`config.mk`:
```
export PLATFORM = sky130hd
export DESIGN_NAME = s2_route_demux_flat
export DESIGN_NICKNAME = d
export VERILOG_FILES = /design/src/rtl/s2_route_demux_if.sv /design/src/rtl/s2_route_demux.sv /design/src/flat_wrapper.sv
export SDC_FILE = /design/constraint.sdc
export NUM_CORES = 1
export LEC_CHECK = 0
export CELL_PAD_IN_SITES_DETAIL_PLACEMENT = 0
export CELL_PAD_IN_SITES_GLOBAL_PLACEMENT = 2
export CORE_UTILIZATION = 20
export CTS_BUF_LIST = sky130_fd_sc_hd__clkbuf_8
export CTS_CLUSTER_SIZE = 30
export DETAILED_ROUTE_END_ITERATION = 12
export HOLD_SLACK_MARGIN = 0.15
export PLACE_DENSITY_LB_ADDON = 0.1
export RECOVER_POWER = 25
export SKIP_LAST_GASP = 1
export SLEW_MARGIN = 40
export SYNTH_ARGS = -nofsm -noshare
export SYNTH_HDL_FRONTEND = slang
export SYNTH_SLANG_ARGS = --single-unit
```
`constraint.sdc`:
```
create_clock -name clk -period 1 [get_ports clk]
set_clock_uncertainty 0.15 [all_clocks]
set_input_delay 0.1 -clock clk [delete_from_list [all_inputs] [get_ports clk]]
set_output_delay 0.1 -clock clk [all_outputs]
set_load 0.005 [all_outputs]
```
`src/rtl/s2_route_demux_if.sv`:
```
// rtl/s2_route_demux_if.sv - handshake bundle for the S2-decoded 1-to-4 route demux
// Upstream word/select/valid/ready plus the four registered output lanes.
interface s2_route_demux_if #(
  parameter int N = 1
);
  logic [N-1:0] in_data;
  logic         in_valid;
  logic         in_ready;
  logic         A1;
  logic         B1;
  logic         A0;
  logic         B0;
  logic [N-1:0] out0;
  logic [N-1:0] out1;
  logic [N-1:0] out2;
  logic [N-1:0] out3;
  logic [3:0]   out_valid;
  logic [3:0]   out_ready;

  modport master (
    output in_data, in_valid, A1, B1, A0, B0, out_ready,
    input  in_ready, out0, out1, out2, out3, out_valid
  );

  modport slave (
    input  in_data, in_valid, A1, B1, A0, B0, out_ready,
    output in_ready, out0, out1, out2, out3, out_valid
  );
endinterface

```
`src/rtl/s2_route_demux.sv`:
```
// rtl/s2_route_demux.sv - registered 1-to-4 demux using the S2 select decode
// Each lane is a one-entry register with its own valid/ready handshake.
module s2_route_demux #(
  parameter int N = 1
) (
  input  logic             clk,
  input  logic             clr,
  s2_route_demux_if.slave  bus
);

  logic [1:0]   w_sel;
  logic         w_in_ready;
  logic         w_accept;
  logic [N-1:0] r_lane [4];
  logic [3:0]   r_valid;

  // S1 is an OR of its terms, S0 an AND, matching the S2 mux cell.
  assign w_sel      = {bus.A1 | bus.B1, bus.A0 & bus.B0};
  assign w_in_ready = ~r_valid[w_sel] | bus.out_ready[w_sel];
  assign w_accept   = bus.in_valid & w_in_ready;

  assign bus.in_ready  = w_in_ready;
  assign bus.out0      = r_lane[0];
  assign bus.out1      = r_lane[1];
  assign bus.out2      = r_lane[2];
  assign bus.out3      = r_lane[3];
  assign bus.out_valid = r_valid;

  always_ff @(posedge clk) begin
    if (clr) begin
      for (int k = 0; k < 4; k++) begin
        r_lane[k] <= '0;
      end
      r_valid <= 4'b0000;
    end else begin
      for (int k = 0; k < 4; k++) begin
        // Fill wins over consume so a simultaneous pop/push keeps the lane full.
        if (w_accept && (w_sel == 2'(k))) begin
          r_lane[k]  <= bus.in_data;
          r_valid[k] <= 1'b1;
        end else if (r_valid[k] && bus.out_ready[k]) begin
          r_valid[k] <= 1'b0;
        end
      end
    end
  end

endmodule

```
`src/flat_wrapper.sv`:
```
// flat-port wrapper written by rule: the top's interface ports become plain ports
module s2_route_demux_flat 
#(
  parameter int N = 1
)
  (clk, clr, bus_in_data, bus_in_valid, bus_A1, bus_B1, bus_A0, bus_B0, bus_out_ready, bus_in_ready, bus_out0, bus_out1, bus_out2, bus_out3, bus_out_valid);
  s2_route_demux_if #(.N(N)) bus_i ();
  input  logic clk;
  input  logic clr;
  input wire logic [$bits(bus_i.in_data)-1:0] bus_in_data;
  input wire logic [$bits(bus_i.in_valid)-1:0] bus_in_valid;
  input wire logic [$bits(bus_i.A1)-1:0] bus_A1;
  input wire logic [$bits(bus_i.B1)-1:0] bus_B1;
  input wire logic [$bits(bus_i.A0)-1:0] bus_A0;
  input wire logic [$bits(bus_i.B0)-1:0] bus_B0;
  input wire logic [$bits(bus_i.out_ready)-1:0] bus_out_ready;
  output wire logic [$bits(bus_i.in_ready)-1:0] bus_in_ready;
  output wire logic [$bits(bus_i.out0)-1:0] bus_out0;
  output wire logic [$bits(bus_i.out1)-1:0] bus_out1;
  output wire logic [$bits(bus_i.out2)-1:0] bus_out2;
  output wire logic [$bits(bus_i.out3)-1:0] bus_out3;
  output wire logic [$bits(bus_i.out_valid)-1:0] bus_out_valid;
  assign bus_i.in_data = bus_in_data;
  assign bus_i.in_valid = bus_in_valid;
  assign bus_i.A1 = bus_A1;
  assign bus_i.B1 = bus_B1;
  assign bus_i.A0 = bus_A0;
  assign bus_i.B0 = bus_B0;
  assign bus_i.out_ready = bus_out_ready;
  assign bus_in_ready = bus_i.in_ready;
  assign bus_out0 = bus_i.out0;
  assign bus_out1 = bus_i.out1;
  assign bus_out2 = bus_i.out2;
  assign bus_out3 = bus_i.out3;
  assign bus_out_valid = bus_i.out_valid;
  s2_route_demux #(.N(N)) u_core (.clk(clk), .clr(clr), .bus(bus_i));
endmodule
```
==> results.json <==
{
  "status": "finished with violations",
  "violations": "setup timing",
  "powerDensity_mw_per_mm2": 1100,
  "clock_latency_ps": 230,
  "cts_buffers": 3,
  "synthTopCellsByArea": "edfxtp_1, dfxtp_1, nand2_1",
  "drt_pass1_iterations": 4,
  "synth_top_area_cell": "edfxtp_1",
  "grt_pass1_vias": 446,
  "io_pins": 21,
  "crit_fanout": 2,
  "rows": 16,
  "drv_cap": 0,
  "insertedDiodeCount": 0,
  "vdd_drop_max_mv": 0.4443,
  "yosysWarnings": 0,
  "drt_wl_total_um": 1194,
  "worst_slack_ps": -475.0,
  "clk_pin_slew_ps": 40,
  "grt_max_degree": 9,
  "rsz0062_at_grt": "yes",
  "fin_nets": 97,
  "final_core_util": 0.4407,
  "drive_gt1_frac": 0.5542,
  "fmax_mhz": 678.0,
  "hold-worst-slack_ps": 168.6,
  "synth.avg_cell_area_um2": 9.602,
  "drv_slew": 0,
  "post-route-period-util": 1.475,
  "coreArea_mm2": 0.001942,
  "cp.required_ps": 750,
  "fin_setup_tns_ps": -2088,
  "fp.dieW_um": 47.44,
  "critPathKind": "register to output pin",
  "die_h_um": 47.44,
  "min_path_type": "input pin to register",
  "clockBufferDepth": 2,
  "track_usage": 0.1239,
  "initial_core_util": 0.2126,
  "finalPower_mw": 0.9414,
  "dp_hpwl_um": 880.5,
  "drtIter0Drc": 5,
  "synth_top_area_share": 0.2909,
  "end_kind": "output pin",
  "synth_nets": 55,
  "slew_headroom": 0.8265,
  "dr_total_vias": 448,
  "ant_nets": 0,
  "ys_seq_area_frac": 0.4848,
  "synthToLayoutAreaGrowth_pct": 107.3,
  "crit_path_start_kind": "register",
  "grt_pass1_wl_um": 1842,
  "ys_ff_latch": 8,
  "vias_per_cell": 4.073,
  "gp_congestion": 0.6832,
  "fin_cells": 110,
  "die_area_mm2": 0.002250,
  "tightest_slew_ps": 260.0,
  "dpl.cell_count": 102,
  "fin_crit_ps": 1475,
  "dominantRegCellSynth": "edfxtp_1",
  "synth_edf_count": 4,
  "leakagePower_nw": 0.3891,
  "place.port_buffers": 20,
  "netlist_instances": 43,
  "cts_hold_buf": 0,
  "arrival_ps": 1220,
  "cts_tree": "built",
  "htreeDepth": 1,
  "async_reset_ff_frac": 0,
  "wire_per_inst_um": 10.85,
  "synth.distinct_cells": 18,
  "setup_viol": 13,
  "clock_sinks": 8,
  "hold_viol_final": 0,
  "antenna_found_initial": 0,
  "gr-total-overflow": 0,
  "clock-root-buffer": "clkbuf_8",
  "synthesis.area_um2": 412.9,
  "drc": 0
}
-- power by group --
part | internal (mW) | switching, mW | leakage (nW)
registers | 0.362 | 0.00753 | 0.0761
logic | 0.106 | 0.0692 | 0.291
clock network | 0.262 | 0.135 | 0.0216
total | 0.730 | 0.211 | 0.389
-- state kept, by name, indices dropped and copies added, names as in the netlist --
register and cells:
u_core.bus.out_valid 4, u_core.r_lane 4
-- routing by layer --
metal	share of wire	global-route usage	wire length, µm
met4	0	0.05143	0
met2	0.47	0.1973	566
met3	0.049	0.03396	58
met5	0	0	0
met1	0.48	0.1581	569
-- worst max-delay path, cell delays in order, from the launching register on --
cell and delay [ps]:
dfxtp_2 340, nand2b_4 50, mux4_2 460, buf_2 140
-- worst paths after layout --
path	startpoint	endpoint	slack, ps	cells past startpoint
hold reg to reg	u_core.bus.out_valid[0]	u_core.bus.out_valid[0]	440	3
hold / removal	clr	u_core.bus.out_valid[0]	170	3
setup / recovery	u_core.bus.out_valid[1]	bus_in_ready	-470	3
setup reg to reg	u_core.bus.out_valid[1]	u_core.r_lane[1]	-310	5
-- cells in the mapped netlist (all sizes together), types with 2 or more instances --
library cell and number:
edfxtp 4, a31o 2, nand2 8, nor2 5, dfxtp 4, o21ai 2, a21oi 4, nand2b 4
o21bai 2
-- kinds of logic (layout without fill, tap and decap cells) --
| logic type | after synthesis | count (layout) | synth area share |
|---|---|---|---|
| and+or+nand+nor | 22 | 22 | 0.2788 |
| AOI/OAI and AO/OA | 11 | 11 | 0.1697 |
| DFF | 8 | 8 | 0.4849 |
| muxes | 1 | 1 | 0.05454 |
| buffers and inverters | 1 | 41 | 0.01211 |
-- per-stage QoR --
step | area [µm²] | setup slack (ps)
detailed placement | 742.0 | -914.5
finish | 855.8 | -475.0
global route | 855.8 | -504.4
global placement | 742.0 | -929.3
floorplan | 415.4 | -115.7
CTS | 849.6 | -477.0
-- repair_timing --
action | in CTS | in global routing
pin swaps | 5 | 5
gates cloned | 0 | 0
resized for setup | 65 | 3
endpoints found under the setup margin | 21 | 14
buffers inserted | 4 | 3
endpoints found under the hold margin | 0 | 0
-- placed cells by master (no fill, tap or decap), types with 2 or more instances in the layout --
cell type,netlist,layout
dfxtp_2,0,4
edfxtp_1,4,4
a31o_1,2,2
clkbuf_2,0,2
clkdlybuf4s50_1,0,2
buf_6,0,8
nor2_1,5,5
clkbuf_8,0,3
nand2b_4,0,4
o21bai_1,2,2
nand2_1,8,6
buf_2,1,6
buf_4,0,11
dlygate4sd2_1,0,8
a21oi_1,4,3
-- final cells by class --
type	count	area (µm²)
fill	212	1086
timing repair buffer	38	306.5
multi-input combinational	34	269.0
sequential	8	205.2
clock buffer	3	41.29
tap	27	33.78
No activity file was read; power rests on OpenSTA's default activity.
